[src/rtl/heap_level_ram_if.sv]
// heap_level_ram_if
//   Bus bundle for one heap-level RAM: the clear request, the ready and
//   collision status lines, and both read/write ports.
//   master : sort controller side (drives clear, data_x, we_x, addr_x)
//   slave  : RAM side (drives ready, collision, q_x)
//   Parameters DATA_WIDTH / ADDR_WIDTH must match the attached RAM.
interface heap_level_ram_if #(
    parameter int unsigned DATA_WIDTH = 32,
    parameter int unsigned ADDR_WIDTH = 5
);
    logic                  clear;
    logic                  ready;
    logic                  collision;
    logic [DATA_WIDTH-1:0] data_a;
    logic                  we_a;
    logic [ADDR_WIDTH-1:0] addr_a;
    logic [DATA_WIDTH-1:0] q_a;
    logic [DATA_WIDTH-1:0] data_b;
    logic                  we_b;
    logic [ADDR_WIDTH-1:0] addr_b;
    logic [DATA_WIDTH-1:0] q_b;

    modport master (
        output clear, data_a, we_a, addr_a, data_b, we_b, addr_b,
        input  ready, collision, q_a, q_b
    );

    modport slave (
        input  clear, data_a, we_a, addr_a, data_b, we_b, addr_b,
        output ready, collision, q_a, q_b
    );
endinterface

[src/rtl/heap_level_ram.sv]
// heap_level_ram
//   True dual-port RAM holding one heap level (DEPTH = 1 << LEVEL words).
//   After reset, or on a clear request, a sweep fills every word with
//   CLEAR_VALUE; ready goes high once the sweep is finished and port traffic
//   is accepted from then on. Both ports writing the same word resolve in
//   favour of port A and raise a one-cycle collision pulse.
//
//   Ports:
//     clk    - clock, all state on the rising edge
//     rst_n  - asynchronous active-low reset
//     bus    - heap_level_ram_if.slave: clear, ready, collision,
//              data_a/we_a/addr_a/q_a, data_b/we_b/addr_b/q_b
//
//   Parameters:
//     DATA_WIDTH  word width
//     ADDR_WIDTH  address width (>= LEVEL, only addr[LEVEL-1:0] used)
//     LEVEL       heap level; LEVEL=0 is a single-word register
//     CLEAR_VALUE sentinel written by the sweep
//     READ_MODE   0 = read-first, 1 = write-first
//
//   Optional macro HEAP_RAM_OUTREG_EN: adds an output register stage on
//   q_a, q_b and collision (read latency 2); ready is not delayed.
module heap_level_ram #(
    parameter int unsigned            DATA_WIDTH  = 32,
    parameter int unsigned            ADDR_WIDTH  = 5,
    parameter int unsigned            LEVEL       = 1,
    parameter logic [DATA_WIDTH-1:0]  CLEAR_VALUE = '1,
    parameter int unsigned            READ_MODE   = 0
) (
    input logic               clk,
    input logic               rst_n,
    heap_level_ram_if.slave   bus
);

    localparam int unsigned            DEPTH     = 1 << LEVEL;
    localparam int unsigned            IDX_W     = (LEVEL > 0) ? LEVEL : 1;
    localparam logic [ADDR_WIDTH-1:0]  ADDR_MASK = ADDR_WIDTH'(DEPTH - 1);
    localparam logic [IDX_W-1:0]       LAST_IDX  = IDX_W'(DEPTH - 1);

    typedef enum logic {
        ST_CLEAR,
        ST_READY
    } state_t;

    state_t                state_q, state_d;
    logic [IDX_W-1:0]      cnt_q, cnt_d;
    logic                  ready_q;

    logic [IDX_W-1:0]      idx_a, idx_b;
    logic                  wr_a, wr_b, col_d;
    logic [DATA_WIDTH-1:0] mem [DEPTH];
    logic [DATA_WIDTH-1:0] rd_a, rd_b;
    logic [DATA_WIDTH-1:0] q_a_q, q_b_q;
    logic                  col_q;

    // Masking rather than slicing keeps LEVEL=0 legal: the index collapses
    // to 0 and every access hits the single word.
    assign idx_a = IDX_W'(bus.addr_a & ADDR_MASK);
    assign idx_b = IDX_W'(bus.addr_b & ADDR_MASK);

    // ---------------- sweep FSM ----------------
    always_ff @(posedge clk or negedge rst_n) begin
        if (!rst_n) begin
            state_q <= ST_CLEAR;
            cnt_q   <= '0;
            ready_q <= 1'b0;
        end else begin
            state_q <= state_d;
            cnt_q   <= cnt_d;
            // ready trails the state by one edge on the way up but drops on
            // the same edge that samples clear.
            ready_q <= (state_q == ST_READY) && !bus.clear;
        end
    end

    always_comb begin
        state_d = state_q;
        cnt_d   = cnt_q;
        unique case (state_q)
            ST_CLEAR: begin
                if (bus.clear) begin
                    cnt_d = '0;
                end else if (cnt_q == LAST_IDX) begin
                    state_d = ST_READY;
                    cnt_d   = '0;
                end else begin
                    cnt_d = cnt_q + 1'b1;
                end
            end
            ST_READY: begin
                if (bus.clear) begin
                    state_d = ST_CLEAR;
                    cnt_d   = '0;
                end
            end
        endcase
    end

    // ---------------- port qualification ----------------
    // ready_q is only high while the sweep is idle, so sweep writes and port
    // writes never coincide.
    assign wr_a  = ready_q && !bus.clear && bus.we_a;
    assign wr_b  = ready_q && !bus.clear && bus.we_b;
    assign col_d = wr_a && wr_b && (idx_a == idx_b);

    // ---------------- storage (not reset) ----------------
    always_ff @(posedge clk) begin
        if (state_q == ST_CLEAR) begin
            mem[cnt_q] <= CLEAR_VALUE;
        end else begin
            // Port A is written last so it wins a same-address collision.
            if (wr_b) begin
                mem[idx_b] <= bus.data_b;
            end
            if (wr_a) begin
                mem[idx_a] <= bus.data_a;
            end
        end
    end

    // ---------------- read path ----------------
    always_comb begin
        rd_a = mem[idx_a];
        rd_b = mem[idx_b];
        if (READ_MODE != 0) begin
            // Write-first: show the word that ends up stored, with port A
            // taking precedence.
            if (wr_a) begin
                rd_a = bus.data_a;
            end else if (wr_b && (idx_b == idx_a)) begin
                rd_a = bus.data_b;
            end
            if (wr_a && (idx_a == idx_b)) begin
                rd_b = bus.data_a;
            end else if (wr_b) begin
                rd_b = bus.data_b;
            end
        end
    end

    always_ff @(posedge clk or negedge rst_n) begin
        if (!rst_n) begin
            q_a_q <= '0;
            q_b_q <= '0;
            col_q <= 1'b0;
        end else if (ready_q) begin
            q_a_q <= rd_a;
            q_b_q <= rd_b;
            col_q <= col_d;
        end else begin
            q_a_q <= CLEAR_VALUE;
            q_b_q <= CLEAR_VALUE;
            col_q <= 1'b0;
        end
    end

`ifdef HEAP_RAM_OUTREG_EN
    logic [DATA_WIDTH-1:0] q_a_o, q_b_o;
    logic                  col_o;

    always_ff @(posedge clk or negedge rst_n) begin
        if (!rst_n) begin
            q_a_o <= '0;
            q_b_o <= '0;
            col_o <= 1'b0;
        end else begin
            q_a_o <= q_a_q;
            q_b_o <= q_b_q;
            col_o <= col_q;
        end
    end

    assign bus.q_a       = q_a_o;
    assign bus.q_b       = q_b_o;
    assign bus.collision = col_o;
`else
    assign bus.q_a       = q_a_q;
    assign bus.q_b       = q_b_q;
    assign bus.collision = col_q;
`endif

    assign bus.ready = ready_q;

endmodule

[src/flat_wrapper.sv]
// flat-port wrapper written by rule: the top's interface ports become plain ports
module heap_level_ram_flat 
#(
    parameter int unsigned            DATA_WIDTH  = 32,
    parameter int unsigned            ADDR_WIDTH  = 5,
    parameter int unsigned            LEVEL       = 1,
    parameter logic [DATA_WIDTH-1:0]  CLEAR_VALUE = '1,
    parameter int unsigned            READ_MODE   = 0
)
  (clk, rst_n, bus_clear, bus_data_a, bus_we_a, bus_addr_a, bus_data_b, bus_we_b, bus_addr_b, bus_ready, bus_collision, bus_q_a, bus_q_b);
  heap_level_ram_if #(.DATA_WIDTH(DATA_WIDTH), .ADDR_WIDTH(ADDR_WIDTH)) bus_i ();
  input logic clk;
  input logic rst_n;
  input wire logic [$bits(bus_i.clear)-1:0] bus_clear;
  input wire logic [$bits(bus_i.data_a)-1:0] bus_data_a;
  input wire logic [$bits(bus_i.we_a)-1:0] bus_we_a;
  input wire logic [$bits(bus_i.addr_a)-1:0] bus_addr_a;
  input wire logic [$bits(bus_i.data_b)-1:0] bus_data_b;
  input wire logic [$bits(bus_i.we_b)-1:0] bus_we_b;
  input wire logic [$bits(bus_i.addr_b)-1:0] bus_addr_b;
  output wire logic [$bits(bus_i.ready)-1:0] bus_ready;
  output wire logic [$bits(bus_i.collision)-1:0] bus_collision;
  output wire logic [$bits(bus_i.q_a)-1:0] bus_q_a;
  output wire logic [$bits(bus_i.q_b)-1:0] bus_q_b;
  assign bus_i.clear = bus_clear;
  assign bus_i.data_a = bus_data_a;
  assign bus_i.we_a = bus_we_a;
  assign bus_i.addr_a = bus_addr_a;
  assign bus_i.data_b = bus_data_b;
  assign bus_i.we_b = bus_we_b;
  assign bus_i.addr_b = bus_addr_b;
  assign bus_ready = bus_i.ready;
  assign bus_collision = bus_i.collision;
  assign bus_q_a = bus_i.q_a;
  assign bus_q_b = bus_i.q_b;
  heap_level_ram #(.DATA_WIDTH(DATA_WIDTH), .ADDR_WIDTH(ADDR_WIDTH), .LEVEL(LEVEL), .CLEAR_VALUE(CLEAR_VALUE), .READ_MODE(READ_MODE)) u_core (.clk(clk), .rst_n(rst_n), .bus(bus_i));
endmodule
[config.mk]
export PLATFORM = sky130hd
export DESIGN_NAME = heap_level_ram_flat
export DESIGN_NICKNAME = d
export VERILOG_FILES = /design/src/rtl/heap_level_ram_if.sv /design/src/rtl/heap_level_ram.sv /design/src/flat_wrapper.sv
export SDC_FILE = /design/constraint.sdc
export NUM_CORES = 1
export LEC_CHECK = 0
export BUFFER_PORTS_ARGS = -buffer_cell sky130_fd_sc_hd__buf_2
export CAP_MARGIN = 20
export CORE_ASPECT_RATIO = 0.7
export CORE_MARGIN = 2
export CORE_UTILIZATION = 40
export DETAILED_ROUTE_END_ITERATION = 8
export HOLD_SLACK_MARGIN = 0.08
export SYNTH_ARGS = -nofsm -noshare
export SYNTH_HDL_FRONTEND = slang
export SYNTH_SLANG_ARGS = --single-unit
export TNS_END_PERCENT = 1
[constraint.sdc]
create_clock -name clk -period 5.7 [get_ports clk]
set_input_delay 1.14 -clock clk [delete_from_list [all_inputs] [get_ports clk]]
set_output_delay 1.14 -clock clk [all_outputs]
set_load 0.005 [all_outputs]
Word level (Yosys, flattened, before mapping)
Memory sizes are Yosys's and may differ from the RTL's. Cells that the tools add are included.

Add/sub/neg operators: 1. Equal/unequal tests: 2. Muxes and demuxes: 21. Bitwise logic cells: 1. Reduce and logical (&&, ||, !) cells: 8.

Operators with widths (number): 32-bit two-way mux (3); 32-bit OR reduction (1); 1-bit two-way mux (16); 1-bit logical AND (6); 1-bit one-hot mux with 2 select lines (2); 2-bit inequality test, second input constant (1); 1-bit adder, second input constant (1); 1-bit equality test (1); 1-bit logical NOT (1); 1-bit NOT (1).

Bits in registers: 68. Memory bits (writable): 64. Input port bits: 79. Memories kept: 1.

Memories: u_core.mem (depth 2, bits a word 32, read ports 2, clocked after memory_dff 0, write ports 2, line heap_level_ram.sv:51) `logic [DATA_WIDTH-1:0] mem [DEPTH];`.

Logic depth before layout (Yosys ltp)
Gate-level depths: netlist (run 1).

Depth after elaboration: 8. Gate-level depth with buffers: 5. Gate-level depth less buffers: 3.

Least setup slack after synthesis (run 1)
OpenSTA, ideal clock, no wires.

Kind: input to register. Start point: input bus_addr_b[0]. End point: memory u_core.mem[1][0] (enable). Setup time: 436 ps. Data arrival time: 3322 ps. Path slack: 1942 ps. Stages: 4. Path through: buf_2 > buf_2 > inv_1 > o221ai_1.

RTL lines: start, declared (line flat_wrapper.sv:20) `input wire logic [$bits(bus_i.addr_b)-1:0] bus_addr_b;`; end, declared (line heap_level_ram.sv:51).

==> results.py, run 1 <==
metrics = {
    "critical_path": {
        "crit_type": "in -> reg",
        "cp_cell_sequence": "buf_2, buf_4, and4b_2, or3_2",
        "crit_required_ps": 5730,
        "critPathMaxStageDelay_ps": 880,
        "crit_start": "bus_addr_a[0]",
        "rr_startpoint": "u_core.bus.ready$_DFF_PN0_",
        "path_max_fanout": 32,
        "cp-start-kind": "input port",
        "r2r_cells": 4,
        "slowest_stage": "or3_2",
        "cp_data_arrival_time_ps": 3220,
        "cp-end-kind": "flop",
    },
    "grt": {
        "gr-total-overflow": 0,
        "grt_pass1_wl_um": 18600,
        "grt_pass1_vias": 3607,
        "grt_start_max_net_pins": 69,
        "antenna_found_initial": 2,
        "grtUsageTotal": 0.162,
    },
    "synthesis": {
        "ys_seq_area_frac": 0.619,
        "ys_types": 28,
        "synthCells": 398,
        "syn_avg_cell_area_um2": 14.7,
        "synth_area_mm2": 0.00585,
        "yosys_warnings": 0,
        "syn_nets": 477,
        "synth-seq-cells": 132,
    },
    "die": {
        "initial_core_util": 0.415,
        "rows": 36,
        "pin_count": 145,
        "die_y_um": 105,
        "die-area_mm2": 0.0156,
        "core_mm2": 0.0141,
        "die_width_um": 149,
    },
    "run": {
        "max_cap_viol_count": 0,
    },
    "sta": {
        "fin_worst_skew_ps": 7.12,
        "slew_headroom": 0.420,
        "fin_tns_setup_ps": 0,
        "max_freq_mhz": 313,
        "slew_violations": 0,
        "final-setup-viol-count": 0,
        "tightest_slew_ps": 869,
        "final-hold-violation-count": 0,
        "finalCritPeriodShare": 0.561,
        "rsz0062_at_grt": "false",
        "period_needed_ps": 3200,
    },
    "route": {
        "drc": 0,
        "drt_iter0_drc": 136,
        "drtPass1Iterations": 4,
        "drtAntennaViolNets": 0,
        "finalWirelength_um": 11900,
        "viasPerCell": 4.76,
        "avgRoutedWirePerCell_um": 16.1,
        "vias": 3507,
    },
    "min_path": {
        "min_path_type": "reg -> reg",
        "min_path_cells": 2,
        "hp-start": "u_core.mem[0][30]$_DFFE_PP_",
    },
    "clock_network": {
        "clk_pin_slew_worst_paths_ps": 50,
        "ctsHoldBuffers": 0,
        "clockBufferDepth": 2,
        "cts-root-buf": "clkbuf_16",
        "cts_tree": "built",
        "cts_made_buffers": 17,
        "insertion_delay_ps": 410,
        "cts_sinks": 132,
        "cts.repair.resized": 0,
        "htree_levels": 4,
        "post-cts-setup-buffers": 0,
    },
    "power": {
        "power.total_mw": 2.21,
        "p_per_area_mw_per_mm2": 306,
        "ir_worst_vdd_mv": 0.170,
        "p_leak_nw": 2.57,
    },
    "cells_and_area": {
        "area_delta_synth_final_pct": 23.3,
        "regArea_mm2": 0.00362,
        "final_nets": 611,
        "stdcell_count": 736,
        "layout-drive-gt1-share": 0.484,
        "multi_input_area_mm2": 0.00207,
        "final_cell_area_mm2": 0.00722,
        "fillerInstances": 1215,
    },
    "placed_design": {
        "placed_cell_area_mm2": 0.00665,
        "dp.cells": 702,
        "dp_hpwl_um": 7370,
        "gp_congestion": 0.705,
        "portBuffers": 136,
    },
    "run_status": {
        "status": "complete, no violations",
    },
}
cell usage after synthesis (all sizes together):
cell	count	share of area
nand4	1	0.0036
xnor2	1	0.0015
and4	1	0.0015
clkbuf	7	0.0051
nand2	64	0.041
xor2	1	0.0015
dfrtp	68	0.29
nor2b	2	0.0034
mux2i	64	0.11
buf	19	0.025
or2	32	0.034
edfxtp	64	0.33
or3	1	0.0011
inv	2	0.0013
o221ai	1	0.0015
and4b	1	0.0017
nand4b	1	0.0041
mux2	64	0.14
nor2	4	0.0026
state kept, by name, summed over array words and instances, names as in the netlist:
| register | flops |
|---|---|
| u_core.bus.ready | 1 |
| u_core.cnt_q | 1 |
| u_core.bus.q_a | 32 |
| u_core.bus.q_b | 32 |
| u_core.mem | 64 |
| u_core.state_q | 1 |
| u_core.bus.collision | 1 |
per-stage QoR:
stage	worst slack [ps]	hold WS, ps	utilization
floorplan	1940	466	-
global placement	2050	471	0.472
detailed placement	2040	479	0.472
CTS	2290	493	0.510
global route	2400	513	0.512
finish	2500	491	0.512
worst paths after layout:
kind                                           endpoint  slack, ps
hold reg to reg            u_core.bus.q_a[30]$_DFF_PN0_        490
max in group asynchronous    u_core.bus.ready$_DFF_PN0_       4270
setup / recovery            u_core.mem[0][13]$_DFFE_PP_       2500
hold / removal             u_core.bus.q_a[30]$_DFF_PN0_        490
setup reg to reg            u_core.mem[1][14]$_DFFE_PP_       2800
min in group asynchronous  u_core.bus.q_a[24]$_DFF_PN0_        830
critical path: cells and delay by family:
family                 cells  cell delay, ps
and+or+nand+nor            2            1160
buffers and inverters      2             890
cells by family (layout without fill, tap and decap cells):
logic type	count (synthesis)	in the layout	share of synthesized area
flip-flops	132	132	0.619
multiplexers	128	128	0.252
AND/OR/NAND/NOR	107	107	0.0932
buffers and inverters	28	175	0.0312
XOR/XNOR	2	2	0.00299
AO/OA/AOI/OAI	1	1	0.00150
other	0	1	0
placed cells by master, fill, tap and decap left out, types with 2 or more instances in the layout:
| cell | synthesis | layout |
|---|---|---|
| dfrtp_1 | 68 | 67 |
| buf_4 | 1 | 5 |
| clkinvlp_4 | 0 | 2 |
| clkinv_2 | 0 | 5 |
| edfxtp_1 | 64 | 64 |
| clkbuf_16 | 0 | 17 |
| nand2_1 | 64 | 64 |
| mux2_4 | 30 | 30 |
| nor2_1 | 4 | 4 |
| clkbuf_1 | 4 | 3 |
| mux2i_1 | 64 | 64 |
| inv_1 | 2 | 2 |
| clkbuf_8 | 0 | 2 |
| or2_2 | 25 | 25 |
| buf_2 | 11 | 135 |
| or2_1 | 7 | 7 |
| mux2_2 | 33 | 33 |
routing by layer:
metal	track usage	up-vias	part of all wire
met5	0	-	0.00059
met4	0.0721	2	0.016
met3	0.0502	19	0.058
met2	0.268	102	0.49
met1	0.194	1720	0.44
li1	-	1664	-
power breakdown:
group | total [mW] | leakage, nW | switching (mW) | internal [mW]
registers | 1.05 | 1.03 | 0.0146 | 1.03
logic | 0.155 | 1.27 | 0.105 | 0.0506
clock network | 1.00 | 0.267 | 0.388 | 0.617
total | 2.21 | 2.57 | 0.507 | 1.70
area by class of cell:
| type | count | area share |
|---|---|---|
| multi-input combinational | 238 | 0.286 |
| clock inverter | 10 | 0.0114 |
| clock buffer | 22 | 0.0643 |
| antenna | 1 | 0.000347 |
| timing repair buffer | 141 | 0.102 |
| tap | 190 | 0.0329 |
| sequential | 132 | 0.502 |
| inverter | 2 | 0.00104 |
Power figures use the tool's default switching activity.
==> run 2, diff against run 1 <==
--- a/config.mk
+++ b/config.mk
@@ -12,6 +12,7 @@
 export CORE_UTILIZATION = 40
 export DETAILED_ROUTE_END_ITERATION = 8
 export HOLD_SLACK_MARGIN = 0.08
+export PLACE_DENSITY = 0.65
 export SYNTH_ARGS = -nofsm -noshare
 export SYNTH_HDL_FRONTEND = slang
 export SYNTH_SLANG_ARGS = --single-unit
==> constraint.sdc (replaced) <==
create_clock -name clk -period 2.6 [get_ports clk]
set_input_delay 0.52 -clock clk [delete_from_list [all_inputs] [get_ports clk]]
set_output_delay 0.52 -clock clk [all_outputs]
set_load 0.005 [all_outputs]
==> run 2 against run 1 <==
Net effect: die area stayed put; non-clock buffer count is 4 higher; clock power is 130% higher; sequential share of layout area is 0.45 points lower; register-to-register slack worse by 2300 ps; highest routed layer unchanged; clock-buffer cell count is 1 higher; utilization is 0.46 points higher.
==> results.py, run 2 (synthesis gave the netlist of run 1 again) <==
metrics = {
    "grt": {
        "antenna_found_initial": 2,
        "gr-total-overflow": 0,
        "grtUsageTotal": 0.163,
        "grt_pass1_wl_um": 18900,
        "grt_start_max_net_pins": 69,
        "grt_pass1_vias": 3587,
    },
    "clock_network": {
        "cts_made_buffers": 17,
        "clk_pin_slew_worst_paths_ps": 50,
        "cts.repair.resized": 0,
        "clockBufferDepth": 2,
        "cts-root-buf": "clkbuf_16",
        "ctsHoldBuffers": 0,
        "insertion_delay_ps": 410,
        "post-cts-setup-buffers": 0,
        "htree_levels": 4,
        "cts_tree": "built",
        "cts_sinks": 132,
    },
    "placed_design": {
        "portBuffers": 136,
        "dp_slack_ps": 315,
        "gp_congestion": 0.700,
        "dp_hpwl_um": 7760,
    },
    "critical_path": {
        "critPathMaxStageDelay_ps": 590,
        "cp_cell_sequence": "and4b_2, buf_4, mux2_2",
        "path_max_fanout": 32,
        "crit_type": "reg -> reg",
        "cp_data_arrival_time_ps": 2250,
        "slowest_stage": "dfrtp_1",
        "cp-end-kind": "flop",
        "cp-start-kind": "flop",
        "rrSetupSlack_ps": 510,
        "crit_required_ps": 2760,
        "r2r_cells": 3,
        "rr_startpoint": "u_core.state_q$_DFF_PN0_",
        "rr_endpoint": "u_core.mem[0][31]$_DFFE_PP_",
    },
    "route": {
        "drtPass1Iterations": 6,
        "drc": 0,
        "drtAntennaViolNets": 0,
        "vias": 3451,
        "finalWirelength_um": 12100,
        "drt_iter0_drc": 74,
        "viasPerCell": 4.66,
        "avgRoutedWirePerCell_um": 16.3,
    },
    "run": {
        "max_cap_viol_count": 0,
    },
    "sta": {
        "final-setup-viol-count": 0,
        "finalWorstSetupSlack_ps": 508,
        "slew_violations": 0,
        "fin_worst_skew_ps": 8.63,
        "max_freq_mhz": 478,
        "finalCritPeriodShare": 0.804,
        "fin_tns_setup_ps": 0,
        "period_needed_ps": 2090,
        "slew_headroom": 0.425,
        "final-hold-violation-count": 0,
        "tightest_slew_ps": 863,
        "rsz0062_at_grt": "false",
    },
    "die": {
        "rows": 36,
        "die_width_um": 149,
        "initial_core_util": 0.415,
        "pin_count": 145,
        "die-area_mm2": 0.0156,
        "die_y_um": 105,
        "core_mm2": 0.0141,
    },
    "cells_and_area": {
        "area_delta_synth_final_pct": 24.5,
        "layout-drive-gt1-share": 0.490,
        "largest_reg_flops": 64,
        "layout_commonest_cell": "buf_2",
        "top_register": "u_core.mem",
        "final_nets": 615,
        "fillerInstances": 1241,
        "final_cell_mix": "buf_2, dfrtp_1, mux2i_1, nand2_1, edfxtp_1",
    },
    "run_status": {
        "status": "complete, no violations",
    },
    "power": {
        "ir_worst_vdd_mv": 0.393,
        "p_per_area_mw_per_mm2": 682,
        "p_leak_nw": 2.61,
    },
    "min_path": {
        "min_path_type": "in -> async",
    },
}
[run 2: area by class of cell]
cell class                      count  area (µm²)  area share
Antenna cell                        1        2.50    0.000344
Clock buffer                       23         478      0.0656
Clock inverter                      9         104      0.0143
Inverter                            2        7.51     0.00103
Multi-Input combinational cell    238        2070       0.284
Sequential cell                   132        3620       0.498
Tap cell                          190         238      0.0326
Timing Repair Buffer              145         763       0.105
[run 2: worst max-delay path by stage]
stage / startpoint / to / slack, ps / depth (start not counted)
global route: u_core.bus.ready$_DFF_PN0_ / u_core.mem[0][15]$_DFFE_PP_ / 390 / 4
detailed placement: bus_clear / u_core.mem[0][31]$_DFFE_PP_ / 320 / 5
CTS: u_core.state_q$_DFF_PN0_ / u_core.mem[0][31]$_DFFE_PP_ / 490 / 3
finish: u_core.state_q$_DFF_PN0_ / u_core.mem[0][31]$_DFFE_PP_ / 510 / 3
floorplan: bus_addr_b[0] / u_core.mem[1][0]$_DFFE_PP_ / 200 / 4
global placement: bus_clear / u_core.mem[0][14]$_DFFE_PP_ / 340 / 4
[run 2: worst max-delay path: cells and delay by family, from the launching register on]
kind          cells  cell delay, ps
simple gates      1             310
flops             1             590
buf+inv           1             520
mux               1             400
[run 2: per-layer routing]
metal / part of all wire / wire [µm] / GRT usage / vias to the layer above
met5: 0.00058 / 7 / 0 / -
met4: 0.013 / 161 / 0.0531 / 2
met1: 0.44 / 5290 / 0.197 / 1655
met3: 0.073 / 883 / 0.0611 / 17
li1: - / - / - / 1667
met2: 0.47 / 5710 / 0.271 / 110
[run 2: metrics by stage]
| step | instances | hold WS, ps | power, mW | util | cell area [µm²] |
|---|---|---|---|---|---|
| after floorplan | 398 | 224 | 2.52 | - | 5860 |
| after global placement | 707 | 472 | 2.69 | 0.475 | 6700 |
| after detailed placement | 707 | 484 | 2.69 | 0.475 | 6700 |
| after CTS | 739 | 253 | 5.02 | 0.516 | 7280 |
| after global routing | 739 | 262 | 5.14 | 0.516 | 7280 |
| final | 740 | 211 | 4.97 | 0.517 | 7280 |
[run 2: power by group]
group | total, mW | switching, mW | internal (mW)
logic | 0.356 | 0.242 | 0.114
clock network | 2.33 | 0.845 | 1.48
registers | 2.29 | 0.0180 | 2.27
==> run 3, diff against run 2 <==
==> constraint.sdc (replaced) <==
create_clock -name clk -period 1.7 [get_ports clk]
set_input_delay 0.34 -clock clk [delete_from_list [all_inputs] [get_ports clk]]
set_output_delay 0.34 -clock clk [all_outputs]
set_load 0.005 [all_outputs]
==> run 3 against run 2 <==
Net effect: sequential power up 52%; highest routed layer is now met4; global-route usage up 0.20 points; critical endpoint is now u_core.mem[0][3]$_DFFE_PP_; non-clock buffer count up 14; flip-flop and latch count unchanged.
==> results.py, run 3 (synthesis gave the netlist of run 1 again) <==
metrics = {
    "cells_and_area": {
        "layout_commonest_cell": "buf_2",
        "area_delta_synth_final_pct": 28.5,
        "top_register": "u_core.mem",
        "antennaDiodeCount": 0,
        "final_cell_mix": "buf_2, dfrtp_1, mux2i_1, nand2_1, edfxtp_1",
        "final_nets": 629,
        "fillerInstances": 1206,
        "stdcell_count": 753,
        "largest_reg_flops": 64,
        "layout-drive-gt1-share": 0.503,
        "utilization": 0.533,
    },
    "critical_path": {
        "cp_data_arrival_time_ps": 1850,
        "path_max_fanout": 18,
        "rrSetupSlack_ps": 10,
        "r2r_cells": 4,
        "rr_startpoint": "u_core.bus.ready$_DFF_PN0_",
        "crit_start": "u_core.bus.ready$_DFF_PN0_",
        "crit_path_end": "u_core.mem[0][3]$_DFFE_PP_",
        "cp-start-kind": "flop",
        "cp-end-kind": "flop",
        "rr_endpoint": "u_core.mem[0][3]$_DFFE_PP_",
        "crit_required_ps": 1860,
        "crit_type": "reg -> reg",
    },
    "sta": {
        "holdWs_ps": 244,
        "finalCritPeriodShare": 0.993,
        "fin_worst_skew_ps": 5.36,
        "period_needed_ps": 1690,
        "slew_headroom": 0.575,
        "max_freq_mhz": 592,
        "final-setup-viol-count": 0,
        "rsz0062_at_grt": "true",
        "final-hold-violation-count": 0,
        "tightest_slew_ps": 638,
        "finalWorstSetupSlack_ps": 11.3,
        "slew_violations": 0,
    },
    "clock_network": {
        "post-cts-setup-buffers": 0,
        "clockBufferDepth": 2,
        "insertion_delay_ps": 400,
        "cts_made_buffers": 17,
        "cts-root-buf": "clkbuf_16",
        "cts_tree": "built",
        "clk_pin_slew_worst_paths_ps": 60,
        "htree_levels": 4,
        "cts_sinks": 132,
    },
    "die": {
        "core_mm2": 0.0141,
        "die_y_um": 105,
        "die_width_um": 149,
        "rows": 36,
        "pin_count": 145,
        "initial_core_util": 0.415,
        "die-area_mm2": 0.0156,
    },
    "grt": {
        "antenna_found_initial": 1,
        "top_usage_layer": "met2",
        "grt_start_max_net_pins": 45,
        "grt_pass1_vias": 3885,
        "use_met3": 0.0520,
        "met1_usage": 0.198,
        "grt_pass1_wl_um": 19400,
        "grtUsageTotal": 0.165,
        "grt_util_met2": 0.280,
        "gr-total-overflow": 0,
    },
    "placed_design": {
        "dp_slack_ps": -50.4,
        "gp_congestion": 0.690,
        "portBuffers": 136,
        "dp.cells": 720,
        "dp_hpwl_um": 8390,
    },
    "power": {
        "p_clk_frac": 0.463,
        "intPower_mw": 5.98,
        "ir_worst_vdd_mv": 0.690,
        "switchingPower_mw": 1.80,
        "swShare": 0.231,
        "p_per_area_mw_per_mm2": 1030,
        "comb_power_share": 0.089,
        "p_leak_nw": 2.72,
        "power.total_mw": 7.77,
        "seqPwrFrac": 0.448,
    },
    "route": {
        "drtPass1Iterations": 5,
        "viasPerCell": 4.70,
        "avgRoutedWirePerCell_um": 16.4,
        "finalWirelength_um": 12400,
        "vias": 3541,
        "drtAntennaViolNets": 0,
        "drt_iter0_drc": 83,
        "drc": 0,
    },
    "run_status": {
        "status": "complete, no violations",
    },
    "min_path": {
        "hp-start": "bus_we_b",
        "min_path_type": "in -> reg",
    },
    "run": {
        "max_cap_viol_count": 0,
    },
}
==> run 3: changes by cell type in the layout (fill, tap and decap cells not counted), moves of 2 or more <==
cell and change:
clkinvlp_4 +2, mux2_2 -2, mux2_4 +2, buf_4 +3
buf_12 +9, clkbuf_1 -2, clkinv_2 -2
==> run 3: power by group through the flow <==
| stage | combinational, mW | sequential (mW) | clock [mW] |
|---|---|---|---|
| floorplan | 0.323 | 3.54 | 0 |
| global placement | 0.695 | 3.54 | 0 |
| detailed placement | 0.706 | 3.54 | 0 |
| CTS | 0.709 | 3.48 | 3.65 |
| global route | 0.749 | 3.49 | 3.79 |
| finish | 0.695 | 3.48 | 3.60 |
==> run 3: per-layer routing <==
layer  up-vias  part of all wire
li1       1698                 -
met1      1725              0.44
met2       104              0.49
met3        14             0.060
met4         0            0.0078
met5         -                 0
==> run 3: area by class of cell <==
cell class	count	area (µm²)	area share
sequential	132	3620	0.482
multi-input combinational	238	2080	0.276
timing repair buffer	159	987	0.131
clock buffer	20	457	0.0607
tap	190	238	0.0316
clock inverter	12	130	0.0173
inverter	2	7.51	0.000998
==> run 3: timing repair <==
item	in CTS	in global routing
pin swaps	1	0
hold buffers	1	0
resized for setup	0	3
endpoints found under the hold margin	28	0
endpoints found under the setup margin	18	22
==> run 3: worst min-delay path by stage <==
stage / slack [ps] / depth (start not counted) / to
2_1_floorplan: 40 / 0 / u_core.bus.collision$_DFF_PN0_
3_3_place_gp: 300 / 1 / u_core.bus.q_a[28]$_DFF_PN0_
3_5_place_dp: 310 / 1 / u_core.bus.q_a[28]$_DFF_PN0_
4_1_cts: 230 / 2 / u_core.bus.collision$_DFF_PN0_
5_1_grt: 230 / 2 / u_core.bus.collision$_DFF_PN0_
6_report: 240 / 2 / u_core.bus.collision$_DFF_PN0_
==> run 3: worst max-delay path: stages (launching register included) <==
cell,delay (ps)
dfrtp_2,410
nor2b_4,130
and4b_2,270
or3_4,440
buf_12,180
==> run 3: stage by stage <==
step | cell area [µm²] | TNS [ps]
global placement | 6910 | -63.5
finish | 7520 | 0
detailed placement | 6910 | -320
floorplan | 5900 | -3160
global route | 7520 | -264
CTS | 7510 | 0
